===== config.mk =====
export PLATFORM = sky130hd
export DESIGN_NAME = seq_magnitude_comparator
export DESIGN_NICKNAME = d
export VERILOG_FILES = /design/src/rtl/seq_magnitude_comparator.sv
export SDC_FILE = /design/constraint.sdc
export NUM_CORES = 1
export LEC_CHECK = 0
export BUFFER_PORTS_ARGS = -buffer_cell sky130_fd_sc_hd__buf_2
export CAP_MARGIN = 20
export CORE_UTILIZATION = 50
export DETAILED_ROUTE_END_ITERATION = 7
export MAX_ROUTING_LAYER = met4
export PLACE_DENSITY_LB_ADDON = 0.15
export SETUP_SLACK_MARGIN = 0.05
export SLEW_MARGIN = 10
export SYNTH_ARGS = -nofsm -noshare
export SYNTH_HDL_FRONTEND = slang
export SYNTH_SLANG_ARGS = --single-unit

===== constraint.sdc =====
create_clock -name clk -period 2.7 [get_ports clk]
set_input_delay 0 -clock clk [delete_from_list [all_inputs] [get_ports clk]]
set_output_delay 0 -clock clk [all_outputs]
set_load 0.05 [all_outputs]

===== src/rtl/seq_magnitude_comparator.sv =====
// seq_magnitude_comparator: multi-cycle MSB-first slice comparator with cascade inputs and start/done handshake.
module seq_magnitude_comparator #(
    parameter int WIDTH = 16,
    parameter int SLICE = 2
) (
    input  logic             clk,
    input  logic             rst_n,
    input  logic             start,
    input  logic             is_signed,
    input  logic [WIDTH-1:0] A,
    input  logic [WIDTH-1:0] B,
    input  logic             isEqual,
    input  logic             isGreater,
    input  logic             isLess,
    output logic             ready,
    output logic             busy,
    output logic             done,
    output logic             equal,
    output logic             A_greater,
    output logic             A_less
);
    localparam int NSLICE = WIDTH / SLICE;
    localparam int IW = NSLICE > 1 ? $clog2(NSLICE) : 1;
    typedef enum logic {IDLE, COMPARE} state_t;
    state_t           r_state, w_state_nxt;
    logic [WIDTH-1:0] r_a, r_b, w_msb;
    logic [IW-1:0]    r_idx;
    logic             r_ce, r_cg, r_cl, r_done, r_eq, r_gt, r_lt;
    logic [SLICE-1:0] w_sa, w_sb;
    logic             w_fin;
    logic [2:0]       w_res;
    // Flipping the sign bit maps two's-complement order onto unsigned order.
    assign w_msb = WIDTH'(is_signed) << (WIDTH - 1);
    always_comb begin
        w_sa        = r_a[r_idx*SLICE +: SLICE];
        w_sb        = r_b[r_idx*SLICE +: SLICE];
        w_fin       = r_state == COMPARE && (w_sa != w_sb || r_idx == '0);
        w_res       = w_sa != w_sb ? {1'b0, w_sa > w_sb, w_sa < w_sb} :
                      r_ce ? 3'b100 : r_cg ? 3'b010 : r_cl ? 3'b001 : 3'b100;
        w_state_nxt = r_state == IDLE ? (start ? COMPARE : IDLE) : (w_fin ? IDLE : COMPARE);
        ready       = r_state == IDLE;
        busy        = r_state == COMPARE;
    end
    always_ff @(posedge clk or negedge rst_n) begin
        if (!rst_n) begin
            r_state <= IDLE;
            r_a     <= '0;
            r_b     <= '0;
            r_idx   <= '0;
            r_ce    <= 1'b0;
            r_cg    <= 1'b0;
            r_cl    <= 1'b0;
            r_done  <= 1'b0;
            r_eq    <= 1'b0;
            r_gt    <= 1'b0;
            r_lt    <= 1'b0;
        end else begin
            r_state <= w_state_nxt;
            r_done  <= w_fin;
            if (r_state == IDLE && start) begin
                r_a   <= A ^ w_msb;
                r_b   <= B ^ w_msb;
                r_idx <= IW'(NSLICE - 1);
                r_ce  <= isEqual;
                r_cg  <= isGreater;
                r_cl  <= isLess;
            end else if (r_state == COMPARE && !w_fin) begin
                r_idx <= r_idx - IW'(1);
            end
            if (w_fin) {r_eq, r_gt, r_lt} <= w_res;
        end
    end
    assign done      = r_done;
    assign equal     = r_eq;
    assign A_greater = r_gt;
    assign A_less    = r_lt;
endmodule


==> out/results.md, run 1 <==
## Run status
• completed — status

## Worst setup path
• register — startpoint kind of the worst setup timing path
• r_idx[0] — startpoint of the worst setup timing path
• 2920 ps — WP data required
• equal — reg-to-reg critical path endpoint
• 6 — reg2reg path depth
• register to register — Worst Setup Path Type
• 8 — crit-path max FO
• 220 ps — R2R setup slack
• equal — capture point of the worst path
• 2700 ps — Arr. time, crit path
• register — kind of end point of the critical path
• r_idx[0] — worst flop-to-flop path startpoint

## Cells and area
• 260 — Layout Nets
• 72.5% — Final Core Density
• 0.00273 mm² — Layout Cell Area excl Fill
• 0 — # diodes
• 35.9% — area grow syn2layout
• 40.4% — fraction of final layout cells sized beyond drive strength 1

## STA
• 0 — max-slew violations
• 2480 ps — clock period minus final worst setup slack
• 0 ps — setup total negative slack
• 6.53 ps — Setup Skew
• 39.2% — relative slew slack
• 0 — number of setup violations in the final report
• 913 ps — slew at the pin closest to its max-slew limit
• 403 MHz — achievable clock frequency
• 0 — final hold vios
• 36.9 ps — Min Hold Slack
• 91.8% — share of the clock period used by the worst path
• false — unrepaired setup endpoints after global routing

## Flow run
• 0 — max_cap viols

## GRT
• met2 — global-route layer with the greatest usage
• 6.25% — global-route met3 utilization
• 35.2% — met2 Usage GRT
• 44 — largest net degree at the start of global routing
• 0 — remaining global-route overflow
• 0 — number of antenna violations at the first check in global routing
• 25.8% — met1 usage
• 6.56 mm — global-route wire length before repair
• 1434 — vias in the first global route
• 22.1% — global-route usage over all layers

## Detailed routing
• 4 — number of iterations in the first detailed-routing pass
• 0 — DRC Markers
• 14.5 µm — wire length per cell
• 3.87 mm — final routed wirelength across all metal layers
• 5.24 — routed via count divided by cell count
• 1394 — total via count after detailed routing
• 29 — count of routing violations after the opening detailed-route iteration
• 0 — remaining antenna violation count after routing

## Logic synthesis
• 0 — number of warnings reported in the yosys synthesis log
• 43 — Synth Register Bits
• 23 — synth unique cells
• 136 — number of instances in the synthesized netlist
• 14.8 µm² — synthesized area per cell
• sky130_fd_sc_hd__dfrtp_1 — cell type with the largest total area after synthesis
• sky130_fd_sc_hd__dfrtp_1 (53%), sky130_fd_sc_hd__mux2_2 (18%), sky130_fd_sc_hd__mux4_1 (10%), sky130_fd_sc_hd__mux2i_1 (3.0%), sky130_fd_sc_hd__ha_1 (2.5%) — dominant cells by area after synthesis
• 0.00201 mm² — combined area of all synthesized cells
• 179 — synthesized netlist net count
• 53.5% — portion of synthesized cell area occupied by the leading cell type
• 53.5% — post-synthesis sequential area ratio

## Clock network
• sky130_fd_sc_hd__clkbuf_8 — clock root cell
• 43 — Clock Sinks
• 0 — post-CTS repair timing setup buffer count
• 2 — deepest clock path buffer count
• 2 — number of H-tree levels
• 5 — Num CTS Buffers
• 80 ps — CTS clk-pin slew, worst paths
• done — CTS tree
• 290 ps — Skew-Pair Late Insertion Delay

## Die
• 65.4 µm — die span in y
• 53.4% — initial cell density of the core
• 0.00428 mm² — overall die area
• 45 — number of I/O pins
• 0.00377 mm² — core region area
• 22 — count of standard-cell rows
• 65.4 µm — Chip Width

## Placed design
• 44 — buffers added on ports
• 0.782 — Final GP Congestion
• 2.47 mm — HPWL after detailed placement
• 0.00227 mm² — dpl cell area

## Power and ir drop
• 994 mW/mm² — Power Dens Cells
• 0.548 mV — IR Drop Worst-Case VDD
• 2.72 mW — Design Power
• 1.29 nW — Static Leakage

## Hold path
• input pin to register — Hold Crit Class

## cell usage in the layout, fill, tap and decap left out, drive strengths merged
master        n
buf          46
dfrtp        43
dlygate4sd3  36
mux2         35
mux4          8
clkbuf        8
nor2          7
mux2i         6
inv           5
nand2b        4
ha            4
a21oi         3
nand3         2
nand4         2
xnor2         2
and2          1
nor2b         1
o21ai         1
and4b         1
a211o         1
o211ai        1
o211a         1
## through the flow
| stage | worst slack (ps) | instances |
|---|---|---|
| detailed placement | 126 | 222 |
| finish | 220 | 266 |
| global placement | 214 | 222 |
| CTS | 105 | 266 |
| global route | 61.3 | 266 |
| floorplan | 376 | 136 |
## report_power, final
group	switching (mW)	internal, mW	leakage [nW]	total [mW]
clock	0.202	0.233	0.0515	0.436
sequential	0.205	0.943	0.496	1.15
combinational	0.515	0.620	0.742	1.13
## final cells by class
| cell class | count | area [µm²] |
|---|---|---|
| multi-input cells | 80 | 882 |
| well taps | 48 | 60.1 |
| repair buffers | 82 | 596 |
| inverters | 5 | 18.8 |
| clock buffers | 8 | 100 |
| fillers | 260 | 1040 |
| flip-flops and latches | 43 | 1080 |
## sequential cells by signal, summed over array words and instances, names as in the netlist
name,flops
done,1
r_ce,1
r_b,16
A_greater,1
busy,1
r_cl,1
r_a,16
equal,1
r_cg,1
A_less,1
r_idx,3
## cells in the mapped netlist
library cell	instances
sky130_fd_sc_hd__a21oi_1	3
sky130_fd_sc_hd__nor2_1	7
sky130_fd_sc_hd__ha_1	4
sky130_fd_sc_hd__nand3_1	2
sky130_fd_sc_hd__mux2_2	33
sky130_fd_sc_hd__inv_1	5
sky130_fd_sc_hd__nand4_1	2
sky130_fd_sc_hd__buf_2	4
sky130_fd_sc_hd__nor2b_1	1
sky130_fd_sc_hd__clkbuf_1	3
sky130_fd_sc_hd__a211o_1	1
sky130_fd_sc_hd__o21ai_0	1
sky130_fd_sc_hd__mux4_1	8
sky130_fd_sc_hd__xnor2_1	2
sky130_fd_sc_hd__o211ai_1	1
sky130_fd_sc_hd__dfrtp_1	43
sky130_fd_sc_hd__mux2i_1	6
sky130_fd_sc_hd__and2_1	1
sky130_fd_sc_hd__o211a_1	1
sky130_fd_sc_hd__mux2_1	2
sky130_fd_sc_hd__buf_6	1
sky130_fd_sc_hd__and4b_1	1
sky130_fd_sc_hd__nand2b_1	4
## cell families after synthesis
family                   count (synthesis)  synth area share, %
adder cells (fa/ha/maj)                  4                 2.49
multiplexers                            49                 33.0
buffers and inverters                   13                 3.05
flip-flops                              43                 53.5
AND/OR/NAND/NOR                         18                 4.79
AO/OA/AOI/OAI                            7                 2.30
XOR/XNOR                                 2                0.871
## critical path, cell delays in order, from the launching register on
cell	delay [ps]
sky130_fd_sc_hd__dfrtp_2	490
sky130_fd_sc_hd__mux4_1	580
sky130_fd_sc_hd__mux2_2	280
sky130_fd_sc_hd__ha_1	320
sky130_fd_sc_hd__and2_1	200
sky130_fd_sc_hd__a21oi_1	310
sky130_fd_sc_hd__mux2i_1	220
## worst min-delay path by stage
stage / startpoint / slack (ps) / to / cells past startpoint
floorplan: rst_n / -300 / A_greater / 0
global placement: rst_n / 170 / r_ce / 1
detailed placement: rst_n / 190 / r_cg / 1
CTS: is_signed / 10 / r_a[15] / 3
global route: is_signed / 40 / r_b[15] / 3
finish: is_signed / 40 / r_a[15] / 3
## layer usage
layer	wire length [µm]	vias up
met4	63	0
met3	137	5
met5	0	-
met1	1650	695
li1	-	659
met2	2010	35
## repair_timing
action	in CTS	in global routing
hold endpoints to repair	78	0
gates resized for setup	0	1
endpoints found under the setup margin	0	3
hold buffers	36	0
No activity file was read; power rests on OpenSTA's default activity.
==> run 2: changes to the inputs <==
- PLACE_DENSITY: not set -> 0.75
- PLACE_DENSITY_LB_ADDON: 0.15 -> not set
==> run 2 against run 1 <==
Compared with the run above: total power grew 0.84%; sequential share of layout area grew 0.090 points; clock skew is essentially flat; fmax grew 2.3%; hold slack lost 19 ps; setup slack gained 57 ps; critical path type unchanged; largest power group is now combinational cells; highest routed layer unchanged.
==> out/results.md, run 2 (synthesis gave the netlist of run 1 again) <==
## Worst setup path
• 280 ps — R2R setup slack, +60 ps
• 7 — crit-path max FO, -1
• register — kind of end point of the critical path
• r_idx[0] — worst flop-to-flop path startpoint
• r_idx[0] — startpoint of the worst setup timing path
• sky130_fd_sc_hd__mux4_1 — Worst path slowest cell
• register to register — Worst Setup Path Type
• mux4_1, mux2_2, ha_1, and2_1, a21oi_2, mux2i_1 — cells traversed along the worst timing path
• 2910 ps — WP data required, about the same
• 2640 ps — Arr. time, crit path, -60 ps
• register — startpoint kind of the worst setup timing path
• 580 ps — delay of the slowest cell on the worst path, about the same

## GRT
• 21.7% — global-route usage over all layers, -0.38 points
• 6.59 mm — global-route wire length before repair, +0.43%
• 0 — remaining global-route overflow, unchanged
• 1498 — vias in the first global route, +4.5%
• 0 — number of antenna violations at the first check in global routing, unchanged
• 44 — largest net degree at the start of global routing, unchanged

## Detailed routing
• 5.25 — routed via count divided by cell count, +0.23%
• 15.0 µm — wire length per cell, +3.1%
• 0 — remaining antenna violation count after routing, unchanged
• 4 — number of iterations in the first detailed-routing pass, unchanged
• 92 — count of routing violations after the opening detailed-route iteration, +220%
• 0 — DRC Markers, unchanged
• 3.97 mm — final routed wirelength across all metal layers, +2.7%
• 1392 — total via count after detailed routing, -0.14%

## Clock network
• 80 ps — CTS clk-pin slew, worst paths, about the same
• sky130_fd_sc_hd__clkbuf_8 — clock root cell
• 290 ps — Skew-Pair Late Insertion Delay, about the same
• 43 — Clock Sinks, unchanged
• done — CTS tree
• 2 — deepest clock path buffer count, unchanged
• 5 — Num CTS Buffers, unchanged
• 2 — number of H-tree levels, unchanged

## STA
• 37.3% — relative slew slack, -1.9 points
• 0 — final hold vios, unchanged
• false — unrepaired setup endpoints after global routing
• 2420 ps — clock period minus final worst setup slack, -56.9 ps
• 0 ps — setup total negative slack, unchanged
• 89.7% — share of the clock period used by the worst path, -2.1 points
• 941 ps — slew at the pin closest to its max-slew limit, +28.4 ps
• 6.12 ps — Setup Skew, -0.416 ps
• 0 — max-slew violations, unchanged
• 413 MHz — achievable clock frequency, +2.3%
• 0 — number of setup violations in the final report, unchanged

## Cells and area
• 265 — final standard cell count with taps included and fillers excluded, -0.38%
• 41.0% — fraction of final layout cells sized beyond drive strength 1, +0.65 points
• sky130_fd_sc_hd__buf_2 (44), sky130_fd_sc_hd__dfrtp_1 (42), sky130_fd_sc_hd__dlygate4sd3_1 (35) — most frequent cells in the layout
• 0 — # diodes, unchanged
• 259 — Layout Nets, -0.38%
• 72.3% — Final Core Density, -0.17 points
• 35.6% — area grow syn2layout
• sky130_fd_sc_hd__buf_2 — leading cell type in the layout, fill and taps excluded
• r_a: 16 flops, r_b: 16 flops, r_idx: 3 flops — biggest registers after layout

## Placed design
• 222 — Placed Instances, unchanged
• 0.853 — Final GP Congestion, +9.1%
• 2.54 mm — HPWL after detailed placement, +3.1%
• 44 — buffers added on ports, unchanged

## Hold path
• input pin to register — Hold Crit Class
• B[15] — worst hold path startpoint

## Power and ir drop
• 0.498 mV — IR Drop Worst-Case VDD, -9.1%
• 1.29 nW — Static Leakage, -0.32%
• 1000 mW/mm² — Power Dens Cells, +1.1%

## Die
• 65.4 µm — die span in y, unchanged
• 45 — number of I/O pins, unchanged
• 0.00428 mm² — overall die area, unchanged
• 65.4 µm — Chip Width, unchanged
• 0.00377 mm² — core region area, unchanged
• 22 — count of standard-cell rows, unchanged
• 53.4% — initial cell density of the core, unchanged

## Flow run
• 0 — max_cap viols, unchanged

## Run status
• completed — status

run 2: changes by cell type in the layout (fill, tap and decap cells not counted), sizes merged:
cell | before | now
dlygate4sd3 | 36 | 35
run 2: cell type report:
| class | count | area (µm²) |
|---|---|---|
| repair buffers | 81 | 586 |
| inverters | 5 | 18.8 |
| clock buffers | 8 | 100 |
| fillers | 265 | 1040 |
| flip-flops and latches | 43 | 1080 |
| multi-input cells | 80 | 886 |
| well taps | 48 | 60.1 |
run 2: worst paths after layout:
| path | endpoint | depth (start not counted) |
|---|---|---|
| worst max-delay path | equal | 6 |
| worst min-delay path | r_b[15] | 3 |
| worst max register to register | equal | 6 |
| worst min register to register | r_a[3] | 1 |
| max in group asynchronous | r_idx[0] | 2 |
| min in group asynchronous | r_a[1] | 2 |
run 2: per-stage QoR:
step | hold WS (ps) | power, mW | worst slack, ps | cell area, µm²
finish | 17.5 | 2.74 | 277 | 2730
global route | 17.2 | 2.92 | 182 | 2730
CTS | 12.8 | 2.75 | 65.3 | 2720
detailed placement | 197 | 2.27 | 99.3 | 2270
global placement | 171 | 2.20 | 263 | 2270
floorplan | -296 | 1.99 | 376 | 2010
run 2: metal layers:
| metal | GRT usage, % | part of all wire [%] |
|---|---|---|
| met5 | - | 0 |
| met4 | 12.8 | 3.5 |
| met3 | 3.82 | 3.6 |
| met2 | 36.5 | 52 |
| met1 | 24.2 | 41 |
run 2: worst max-delay path: cells and delay by family (launching register included):
family                     cells  cell delay [ps]
and+or+nand+nor                1              220
adders and majority gates      1              330
muxes                          3             1080
DFF                            1              480
AOI/OAI and AO/OA              1              240
run 2: where the power goes:
group          internal [mW]  switching, mW
clock                  0.233          0.204
combinational          0.626          0.532
sequential             0.943          0.202
total                   1.80          0.938
run 2: timing repair:
item / in CTS / in global routing
endpoints found under the hold margin: 77 / 0
buffers inserted: 0 / 0
resized for setup: 0 / 2
setup endpoints to repair: 0 / 3
hold buffers: 35 / 0
==> run 3: changes to the inputs <==
- GPL_TIMING_DRIVEN: not set -> 0
==> run 3 against run 2 <==
Compared with the run above: fmax fell by 0.89%; critical path type unchanged; global-route usage rose by 1.3 points; sequential share of layout area fell by 0.40 points; non-clock buffer count rose by 6; largest power group unchanged; via count rose by 0.72%; clock skew rose by 3.2 ps.
==> out/results.md, run 3 (synthesis gave the netlist of run 1 again) <==
## Run status
• completed — status

## Power and ir drop
• 1000 mW/mm² — Power Dens Cells, about the same
• 2.76 mW — Design Power, +0.83%
• 0.482 mV — IR Drop Worst-Case VDD, -3.3%
• 1.30 nW — Static Leakage, +1.3%
• 16.0% — clock share of power, about the same
• 954 µW — switching power of the nets, +1.6%
• 1.81 mW — Int Pwr, +0.42%
• 43.5% — share of total power in combinational logic, +1.2 points
• 40.5% — sequential share of power, -1.3 points
• 34.5% — Net Sw Frac, +0.27 points

## GRT
• 1544 — vias in the first global route, +3.1%
• 44 — largest net degree at the start of global routing, unchanged
• 6.98 mm — global-route wire length before repair, +5.9%
• 0 — number of antenna violations at the first check in global routing, unchanged
• 23.0% — global-route usage over all layers, +1.3 points
• 0 — remaining global-route overflow, unchanged

## Clock network
• 0 — post-CTS repair timing setup buffer count, unchanged
• done — CTS tree
• 5 — Num CTS Buffers, unchanged
• 80 ps — CTS clk-pin slew, worst paths, about the same
• sky130_fd_sc_hd__clkbuf_8 — clock root cell
• 300 ps — Skew-Pair Late Insertion Delay, about the same
• 2 — deepest clock path buffer count, unchanged
• 43 — Clock Sinks, unchanged
• 2 — number of H-tree levels, unchanged

## Worst setup path
• 260 ps — R2R setup slack, -20 ps
• register — kind of end point of the critical path
• 7 — reg2reg path depth, +1
• register — startpoint kind of the worst setup timing path
• equal — reg-to-reg critical path endpoint
• 2920 ps — WP data required, about the same
• 10 — crit-path max FO, +3
• r_idx[0] — worst flop-to-flop path startpoint
• register to register — Worst Setup Path Type
• 2670 ps — Arr. time, crit path, +30 ps

## Die
• 65.4 µm — Chip Width, unchanged
• 53.4% — initial cell density of the core, unchanged
• 65.4 µm — die span in y, unchanged
• 22 — count of standard-cell rows, unchanged
• 45 — number of I/O pins, unchanged
• 0.00377 mm² — core region area, unchanged
• 0.00428 mm² — overall die area, unchanged

## Hold path
• input pin to register — Hold Crit Class
• r_a[15] — end point of the worst hold path
• is_signed — worst hold path startpoint
• 3 — worst hold path depth, unchanged

## Detailed routing
• 76 — count of routing violations after the opening detailed-route iteration, -17%
• 1402 — total via count after detailed routing, +0.72%
• 0 — remaining antenna violation count after routing, unchanged
• 15.1 µm — wire length per cell, +0.42%
• 5.17 — routed via count divided by cell count, -1.5%
• 4 — number of iterations in the first detailed-routing pass, unchanged
• 4.08 mm — final routed wirelength across all metal layers, +2.7%
• 0 — DRC Markers, unchanged

## STA
• 9.32 ps — Setup Skew, +3.20 ps
• false — unrepaired setup endpoints after global routing
• 255 ps — fin worst setup slack, -21.7 ps
• 0 — number of setup violations in the final report, unchanged
• 912 ps — slew at the pin closest to its max-slew limit, -29.2 ps
• 0 — final hold vios, unchanged
• 39.2% — relative slew slack, +1.9 points
• 90.5% — share of the clock period used by the worst path, +0.80 points
• 0 — max-slew violations, unchanged
• 0 ps — setup total negative slack, unchanged
• 2440 ps — clock period minus final worst setup slack, +21.7 ps
• 409 MHz — achievable clock frequency, -0.89%

## Cells and area
• 40.4% — fraction of final layout cells sized beyond drive strength 1, -0.66 points
• 265 — Layout Nets, +2.3%
• r_a: 16 flops, r_b: 16 flops, r_idx: 3 flops — biggest registers after layout
• 0 — # diodes, unchanged
• sky130_fd_sc_hd__buf_2 — leading cell type in the layout, fill and taps excluded
• sky130_fd_sc_hd__buf_2 (48), sky130_fd_sc_hd__dfrtp_1 (43), sky130_fd_sc_hd__dlygate4sd3_1 (36) — most frequent cells in the layout
• 36.8% — area grow syn2layout

## Placed design
• 173 ps — Place WS, +73.6 ps
• 2.68 mm — HPWL after detailed placement, +5.5%
• 44 — buffers added on ports, unchanged
• 0.800 — Final GP Congestion, -6.2%

## Flow run
• 0 — max_cap viols, unchanged

[run 3: cell types whose count changed in the layout (fill, tap and decap cells not counted), sizes merged]
cell / delta
buf: +3
clkbuf: +2
dlygate4sd3: +1
[run 3: critical path: stages, from the launching register on]
cell                      delay [ps]
sky130_fd_sc_hd__dfrtp_1         380
sky130_fd_sc_hd__buf_6           180
sky130_fd_sc_hd__mux4_1          570
sky130_fd_sc_hd__mux2_2          270
sky130_fd_sc_hd__ha_1            330
sky130_fd_sc_hd__and2_1          210
sky130_fd_sc_hd__a21oi_2         230
sky130_fd_sc_hd__mux2i_1         210
[run 3: area by class of cell]
type                            instances  area (µm²)
Fill cell                             261        1020
Timing Repair Buffer                   80         581
Sequential cell                        43        1080
Buffer                                  7        38.8
Tap cell                               48        60.1
Inverter                                5        18.8
Clock buffer                            8         100
Multi-Input combinational cell         80         878
[run 3: layer usage]
layer  share of wire (%)  track usage, %  wire [µm]  vias to the layer above
met5                   0               -          0                        -
met3                 3.7            5.38        150                        6
met2                  52            39.0       2120                       33
li1                    -               -          -                      667
met1                  43            26.6       1760                      696
met4                 1.3            8.15         53                        0
[run 3: repair_timing]
| item | in CTS | in global routing |
|---|---|---|
| endpoints found under the hold margin | 78 | 0 |
| endpoints found under the setup margin | 0 | 1 |
| resized for setup | 0 | 1 |
| hold buffers | 36 | 0 |
[run 3: worst max path at each step]
stage,from,end,cells after the start
finish,r_idx[0],equal,7
global route,r_idx[0],equal,7
CTS,r_idx[1],equal,7
detailed placement,r_idx[0],equal,7
global placement,r_idx[1],equal,7
floorplan,r_idx[0],equal,7
[run 3: through the flow]
step	area (µm²)	utilization [%]	hold WS (ps)	instances
6_report	2750	73.0	49.0	271
2_1_floorplan	2010	-	-296	136
3_5_place_dp	2290	60.8	188	228
4_1_cts	2750	73.0	9.01	272
3_3_place_gp	2290	60.8	167	228
5_1_grt	2750	73.0	56.0	271
[run 3: power by group through the flow]
stage	combinational, mW	clock [mW]	sequential (mW)
6_report	1.20	0.442	1.12
2_1_floorplan	0.817	0	1.17
4_1_cts	1.22	0.455	1.10
5_1_grt	1.31	0.486	1.16
3_5_place_dp	1.17	0	1.11
3_3_place_gp	1.12	0	1.09
